### src/rtl/shake_arbiter.sv
// Arbitrates NUM_REQ requesters onto one shared SHAKE sponge, clearing the sponge on every new grant.
// Build option: define SHAKE_ARB_FIXED_PRIO_EN for fixed lowest-index priority instead of round-robin.
module shake_arbiter #(
  parameter int NUM_REQ   = 4,
  parameter int DATA_BITS = 64,
  localparam int LEN_W    = $clog2(DATA_BITS) + 1,
  localparam int IDX_W    = (NUM_REQ > 1) ? $clog2(NUM_REQ) : 1,
  localparam int OFF_W    = IDX_W + 1
) (
  input  logic                         clk,
  input  logic                         rst,
  input  logic [NUM_REQ-1:0]           req,
  input  logic [NUM_REQ-1:0]           rel,
  output logic [NUM_REQ-1:0]           gnt,
  output logic                         busy,
  input  logic [NUM_REQ*DATA_BITS-1:0] u_data_in,
  input  logic [NUM_REQ-1:0]           u_in_valid,
  input  logic [NUM_REQ-1:0]           u_in_last,
  input  logic [NUM_REQ-1:0]           u_out_ready,
  input  logic [NUM_REQ*LEN_W-1:0]     u_last_len,
  output logic [DATA_BITS-1:0]         u_data_out,
  output logic [NUM_REQ-1:0]           u_in_ready,
  output logic [NUM_REQ-1:0]           u_out_valid,
  output logic [DATA_BITS-1:0]         s_data_in,
  output logic                         s_in_valid,
  output logic                         s_in_last,
  output logic                         s_out_ready,
  output logic [LEN_W-1:0]             s_last_len,
  input  logic [DATA_BITS-1:0]         s_data_out,
  input  logic                         s_out_valid,
  input  logic                         s_in_ready,
  output logic                         s_clr
);

  typedef enum logic [1:0] {
    IDLE   = 2'd0,
    CLEAR  = 2'd1,
    ACTIVE = 2'd2
  } state_t;

  state_t             state_r;
  logic [NUM_REQ-1:0] gnt_r;
  logic               busy_r;
  logic               s_clr_r;
  logic [IDX_W-1:0]   win_idx_s;
  logic [NUM_REQ-1:0] win_oh_s;
  logic [NUM_REQ-1:0] sel_s;
  logic               any_req_s;
  logic               rel_hit_s;
  logic               active_s;
`ifndef SHAKE_ARB_FIXED_PRIO_EN
  logic [IDX_W-1:0]   ptr_r;
  logic [NUM_REQ-1:0] req_rot_s;
  logic [OFF_W-1:0]   off_s;
  logic [OFF_W-1:0]   sum_s;
`endif

  assign any_req_s = |req;
  assign rel_hit_s = |(rel & gnt_r);
  assign active_s  = (state_r == ACTIVE);
  assign sel_s     = gnt_r & {NUM_REQ{active_s}};
  assign gnt       = gnt_r;
  assign busy      = busy_r;
  assign s_clr     = s_clr_r;

  // Winner selection: descending scan so the first candidate in search order is kept last.
  always_comb begin
    win_idx_s = '0;
`ifdef SHAKE_ARB_FIXED_PRIO_EN
    for (int k = NUM_REQ - 1; k >= 0; k--) begin
      win_idx_s = req[k] ? IDX_W'(k) : win_idx_s;
    end
`else
    req_rot_s = NUM_REQ'({req, req} >> ({1'b0, ptr_r} + OFF_W'(1)));
    off_s     = '0;
    for (int k = NUM_REQ - 1; k >= 0; k--) begin
      off_s = req_rot_s[k] ? OFF_W'(k) : off_s;
    end
    sum_s     = {1'b0, ptr_r} + OFF_W'(1) + off_s;
    win_idx_s = (sum_s >= OFF_W'(NUM_REQ)) ? IDX_W'(sum_s - OFF_W'(NUM_REQ))
                                           : IDX_W'(sum_s);
`endif
    for (int i = 0; i < NUM_REQ; i++) begin
      win_oh_s[i] = (win_idx_s == IDX_W'(i));
    end
  end

  // Grant FSM with registered grant, busy and sponge clear.
  always_ff @(posedge clk) begin
    if (rst) begin
      state_r <= IDLE;
      gnt_r   <= '0;
      busy_r  <= 1'b0;
      s_clr_r <= 1'b0;
`ifndef SHAKE_ARB_FIXED_PRIO_EN
      ptr_r   <= IDX_W'(NUM_REQ - 1);
`endif
    end else begin
      s_clr_r <= 1'b0;
      case (state_r)
        IDLE: begin
          if (any_req_s) begin
            state_r <= CLEAR;
            gnt_r   <= win_oh_s;
            busy_r  <= 1'b1;
            s_clr_r <= 1'b1;
`ifndef SHAKE_ARB_FIXED_PRIO_EN
            ptr_r   <= win_idx_s;
`endif
          end else begin
            state_r <= IDLE;
          end
        end
        CLEAR: begin
          state_r <= ACTIVE;
        end
        ACTIVE: begin
          if (rel_hit_s) begin
            state_r <= IDLE;
            gnt_r   <= '0;
            busy_r  <= 1'b0;
          end else begin
            state_r <= ACTIVE;
          end
        end
        default: begin
          state_r <= IDLE;
          gnt_r   <= '0;
          busy_r  <= 1'b0;
        end
      endcase
    end
  end

  // Stream mux: AND-OR of the one-hot grant, so every output is zero outside ACTIVE.
  always_comb begin
    s_data_in   = '0;
    s_last_len  = '0;
    s_in_valid  = 1'b0;
    s_in_last   = 1'b0;
    s_out_ready = 1'b0;
    for (int i = 0; i < NUM_REQ; i++) begin
      s_data_in   = s_data_in  | (u_data_in[i*DATA_BITS +: DATA_BITS] & {DATA_BITS{sel_s[i]}});
      s_last_len  = s_last_len | (u_last_len[i*LEN_W +: LEN_W] & {LEN_W{sel_s[i]}});
      s_in_valid  = s_in_valid  | (u_in_valid[i]  & sel_s[i]);
      s_in_last   = s_in_last   | (u_in_last[i]   & sel_s[i]);
      s_out_ready = s_out_ready | (u_out_ready[i] & sel_s[i]);
    end
    u_in_ready  = sel_s & {NUM_REQ{s_in_ready}};
    u_out_valid = sel_s & {NUM_REQ{s_out_valid}};
    u_data_out  = s_data_out & {DATA_BITS{active_s}};
  end

endmodule

### config.mk
export PLATFORM = sky130hd
export DESIGN_NAME = shake_arbiter
export DESIGN_NICKNAME = d
export VERILOG_FILES = /design/src/rtl/shake_arbiter.sv
export SDC_FILE = /design/constraint.sdc
export NUM_CORES = 1
export LEC_CHECK = 0
export ABC_CLOCK_PERIOD_IN_PS = 4400
export BUFFER_PORTS_ARGS = -buffer_cell sky130_fd_sc_hd__buf_2
export CAP_MARGIN = 5
export CELL_PAD_IN_SITES_DETAIL_PLACEMENT = 1
export CELL_PAD_IN_SITES_GLOBAL_PLACEMENT = 1
export CORE_AREA = 2 2 204 206
export CTS_BUF_LIST = sky130_fd_sc_hd__clkbuf_2 sky130_fd_sc_hd__clkbuf_4 sky130_fd_sc_hd__clkbuf_8
export CTS_CLUSTER_DIAMETER = 120
export DETAILED_ROUTE_END_ITERATION = 8
export DIE_AREA = 0 0 206 208
export GPL_ROUTABILITY_DRIVEN = 0
export PLACE_DENSITY = 0.52
export SETUP_SLACK_MARGIN = 0.5
export SLEW_MARGIN = 0
export SYNTH_ARGS = -nofsm -noshare
export SYNTH_HDL_FRONTEND = slang
export SYNTH_SLANG_ARGS = --single-unit
### constraint.sdc
create_clock -name clk -period 4.4 [get_ports clk]
set_clock_uncertainty 0.05 [all_clocks]
set_input_delay 0.88 -clock clk [delete_from_list [all_inputs] [get_ports clk]]
set_output_delay 0.88 -clock clk [all_outputs]
set_load 0.01 [all_outputs]
==> results.cfg, run 1 <==
[status]
status = finished clean

[routing]
drt_first_pass_iters = 4
drc = 0
vias = 5391
detail_route.wirelength_mm = 23.9
viasPerCell = 3.77
drt_iter0_drc = 267
ant_nets = 0
routedWlPerCell_um = 16.7

[critical_path]
required_ns = 3.47
critPathCaptureType = output port
worstRegToRegCells = 8
cp_max_fo = 48
worstPathArrival_ns = 2.24
critical_path_class = reg2out
worst_setup_path_start_kind = flop

[sta]
rsz0062_at_grt = no
relSlewSlack_pct = 31.6
hold_violations = 0
fin_crit_ns = 3.17
fin_hold_ws_ns = 0.429
max_freq_mhz = 315
finalMaxSlewViolations = 0
max_slew.worst_pin.slew_ns = 1.03
post-route-period-util_pct = 72.2
tns_ns = 0
setup_violations = 0

[power]
power_density_nw_per_um2 = 196
vdd_drop_max_mv = 0.104
p_leak_nw = 3.46

[global_route]
grtUsageTotal_pct = 9.99
met1_usage_pct = 10.9
use_met2_pct = 19.3
grt_pass1_vias = 5449
antenna_found_initial = 9
top_usage_layer = met2
grt.overflow.total = 0
grt_pass1_wl_mm = 32.8
groute.layer.met3.usage_pct = 2.32
grt_max_degree = 75

[clock_tree]
cts_hold_buf = 0
cts_resized = 0
post_cts_buffers = 0
cts_buffer_depth = 2
cts.sinks = 10
cts_tree = done
clk_transition_reported_paths_ns = 0.05
cts_buffers = 3
clk_latency_ns = 0.24
root_buffer = clkbuf_8
htreeDepth = 1

[finish]
fillers = 5135
drive_gt1_share_pct = 60.0
final_common_cell = buf_2
final_cell_mix = 523 x buf_2, 148 x a22oi_1, 80 x nand2_1
fin_nets = 1271
syn2layout_area_growth_pct = 121

[synthesis]
postSynthRegisterBits = 10
async_reset_ff_share_pct = 0
synthXorXnorAreaFrac_pct = 0.856
synth_top_family_by_area = compound AO/OA/AOI/OAI gates
synthesis.instances = 412
ys_types = 35
synth_compound_area_share_pct = 47.4
ys_seq_area_share_pct = 7.61
synth_area_um2 = 2630
yosysWarnings = 0
syn_avg_cell_area_um2 = 6.38
synth.area.mux_share_pct = 0.761
synth_nets = 786
yosys.area_share.simple_pct = 34.8
synth-edff-count = 0
synth_flop_cell = dfxtp_1
synthAdderAreaFrac_pct = 0.951

[floorplanning]
core_region_area_um2 = 40600
num_rows = 74
initial_core_util_pct = 6.49
ioPinCount = 524
die_area_um2 = 42800
fp.dieH_um = 208
die_w_um = 206

[hold_path]
holdCritPathClass = reg2reg
worstHoldPathCells = 1

[placement]
portBuffers = 523
hpwl_mm = 20.4

[run]
maxCapViolCount = 0
==> worst max-delay path, cell delays in order (launching register included) <==
cell     delay [ns]
dfxtp_1        0.35
nor2b_4        0.20
and2_4         0.56
buf_4          0.43
a22oi_1        0.15
nand2_1        0.13
buf_2          0.13
==> synth_stat cells, types with 2 or more instances <==
master / count / area, um2
ha_1: 2 / 25.0
nand2b_1: 2 / 12.5
buf_1: 14 / 52.6
a211oi_1: 2 / 15.0
nor3_1: 4 / 20.0
nor2b_1: 2 / 12.5
inv_1: 2 / 7.51
nor2_1: 14 / 52.6
mux2i_1: 2 / 20.0
a22oi_1: 148 / 1110
dfxtp_1: 10 / 200
buf_2: 14 / 70.1
a21oi_1: 4 / 20.0
and2_1: 68 / 425
nand2_1: 80 / 300
clkbuf_1: 17 / 63.8
and3_1: 8 / 50.1
nor4_1: 2 / 12.5
==> worst paths after layout <==
path	slack, ns	start	to
max	1.23	state_r[1]	s_data_in[49]
max reg2reg	2.00	ptr_r[0]	gnt[0]
min reg2reg	0.43	busy	busy
min	0.43	busy	busy
==> sequential cells by signal, indices dropped and copies added (netlist names) <==
name,flops
ptr_r,2
s_clr,1
gnt,4
busy,1
state_r,2
==> power by group <==
| group | leakage [nW] | switching (W) | internal, W |
|---|---|---|---|
| clock | 0.0288 | 0.0000398 | 0.0000790 |
| combinational | 3.35 | 0.000457 | 0.000388 |
| sequential | 0.0827 | 0.0000545 | 0.000123 |
==> per-layer routing <==
layer,routed length [um],share of wire [%]
met1,8850,37
met2,12300,51
met3,2380,10
met4,359,1.5
met5,57,0.24
==> area by class of cell <==
| class | instances | area, um2 | area share, % |
|---|---|---|---|
| tap | 532 | 666 | 11.4 |
| clock buffer | 4 | 55.1 | 0.946 |
| antenna | 3 | 7.51 | 0.129 |
| sequential | 10 | 200 | 3.44 |
| inverter | 2 | 7.51 | 0.129 |
| timing repair buffer | 526 | 2640 | 45.3 |
| multi-input combinational | 354 | 2250 | 38.6 |
==> through the flow <==
stage	power (W)	setup slack, ns	util [%]	std cells	cell area (um2)
global placement	0.00103	1.47	14.2	1424	5760
detailed placement	0.00104	1.44	14.2	1424	5760
CTS	0.00116	1.20	14.3	1428	5810
floorplan	0.000589	1.72	-	412	2630
finish	0.00114	1.23	14.4	1431	5820
global route	0.00125	1.02	14.3	1429	5820
==> cells by family (layout without fill, tap and decap cells) <==
group,Yosys count,in the layout
fa+ha+maj,2,2
mux,2,2
xor+xnor,1,1
compound gates,165,165
other cells,0,3
buf+inv,48,532
flops,10,10
simple gates,184,184
No activity file was read; power rests on OpenSTA's default activity.
==> run 2: changes to the inputs <==
Settings changed: ABC_CLOCK_PERIOD_IN_PS 4400 to 2800, CORE_AREA 2 2 204 206 to 2 2 202 204, DIE_AREA 0 0 206 208 to 0 0 204 206, PLACE_DENSITY 0.52 to 0.55.
Clock period 4.4 ns to 2.8 ns, I/O delays scaled along.
==> results.cfg, run 2 (synthesis gave the netlist of run 1 again) <==
[status]
status = finished clean

[critical_path]
worstRegToRegCells = 8
critPathCaptureType = output port
r2r_end = gnt[0]
critical_path_class = reg2out
required_ns = 2.19
r2r_setup_slack_ns = 0.73
worstPathArrival_ns = 1.68
cp-endpoint = s_data_in[13]
worstSetupStartpoint = state_r[1]
r2r-start = ptr_r[0]
cp_max_fo = 7
worst_setup_path_start_kind = flop

[floorplanning]
initial_core_util_pct = 6.55
num_rows = 74
core_region_area_um2 = 40200
fp.dieH_um = 206
die_area_um2 = 42000
ioPinCount = 524
die_w_um = 204

[hold_path]
holdCritPathClass = reg2reg

[global_route]
grtUsageTotal_pct = 11.0
grt_max_degree = 74
grt.overflow.total = 0
grt_pass1_vias = 5544
grt_pass1_wl_mm = 34.5
antenna_found_initial = 3

[power]
p_leak_nw = 3.79
clockPowerShare_pct = 9.3
vdd_drop_max_mv = 0.144
power_switching_w = 0.000938
power_density_nw_per_um2 = 304
seqPwrFrac_pct = 13.7
swShare_pct = 46.6
intPower_w = 0.00108
fin_total_pwr_w = 0.00201
power_frac_comb_pct = 77.0

[sta]
rsz0062_at_grt = yes
finalMaxSlewViolations = 0
tns_ns = 0
worst_slack_ns = 0.506
fin_crit_ns = 2.29
max_slew.worst_pin.slew_ns = 0.508
post-route-period-util_pct = 81.9
hold_violations = 0
max_freq_mhz = 436
setup_violations = 0
relSlewSlack_pct = 65.8

[finish]
final_cell_mix = 522 x buf_2, 127 x a22oi_1, 79 x nand2_1
num_antenna_cells = 0
fin_nets = 1313
drive_gt1_share_pct = 65.0
syn2layout_area_growth_pct = 152
final_common_cell = buf_2
largest_reg_flops = 4
finalInstanceArea_um2 = 6630

[clock_tree]
cts_buffer_depth = 2
root_buffer = clkbuf_8
htreeDepth = 1
cts.sinks = 10
cts_hold_buf = 0
cts_buffers = 3
clk_transition_reported_paths_ns = 0.05
clk_latency_ns = 0.24
cts_tree = done

[routing]
drc = 0
drt_iter0_drc = 294
routedWlPerCell_um = 18.2
vias = 5521
ant_nets = 0
viasPerCell = 3.76
detail_route.wirelength_mm = 26.7
drt_first_pass_iters = 4

[placement]
dp_slack_ns = 0.296
hpwl_mm = 21.2
place_area_um2 = 6000
portBuffers = 523

[run]
maxCapViolCount = 0
==> run 2: final cells by class <==
cell class | instances | area, um2
fill | 5035 | 33600
timing repair buffer | 568 | 3330
multi-input combinational | 354 | 2370
tap | 532 | 666
sequential | 10 | 205
clock buffer | 4 | 55.1
inverter | 2 | 7.51
==> run 2: power by group through the flow <==
stage	Clock (W)	Sequential [W]	Combinational [W]
after floorplan	0	0.000254	0.000678
after global placement	0	0.000274	0.00141
after CTS	0.000191	0.000278	0.00151
after detailed placement	0	0.000277	0.00143
after global routing	0.000198	0.000291	0.00170
final	0.000187	0.000277	0.00155
==> run 2: how the worst min path moves through the flow <==
| stage | slack [ns] | startpoint | endpoint | depth (start not counted) |
|---|---|---|---|---|
| 2_1_floorplan | 0.42 | state_r[0] | state_r[1] | 2 |
| 3_3_place_gp | 0.42 | busy | busy | 1 |
| 3_5_place_dp | 0.42 | busy | busy | 1 |
| 4_1_cts | 0.44 | busy | busy | 1 |
| 5_1_grt | 0.45 | busy | busy | 1 |
| 6_report | 0.43 | busy | busy | 1 |
==> run 2: critical path: stages (launching register included) <==
cell       delay, ns
dfxtp_2         0.32
nor2b_4         0.14
and2_4          0.18
buf_4           0.16
clkbuf_16       0.18
a22oi_2         0.23
nand2_1         0.09
buf_2           0.14
==> run 2: timing repair <==
action                     CTS  global route
pin swaps                    1             5
gates resized for setup     18            33
setup buffers                7             5
setup endpoints to repair  101            77
cloned                       4             5
==> run 2: through the flow <==
stage	cells	utilization [%]	hold slack [ns]
floorplan	412	-	0.422
global placement	1445	14.9	0.422
detailed placement	1445	14.9	0.424
CTS	1460	15.7	0.437
global route	1470	16.5	0.452
finish	1470	16.5	0.430
==> run 2: routing by layer <==
layer,share of wire [%],global-route usage [%]
met4,1.1,1.86
met2,54,21.3
met5,0.049,0
met1,38,12.6
met3,7.6,1.88
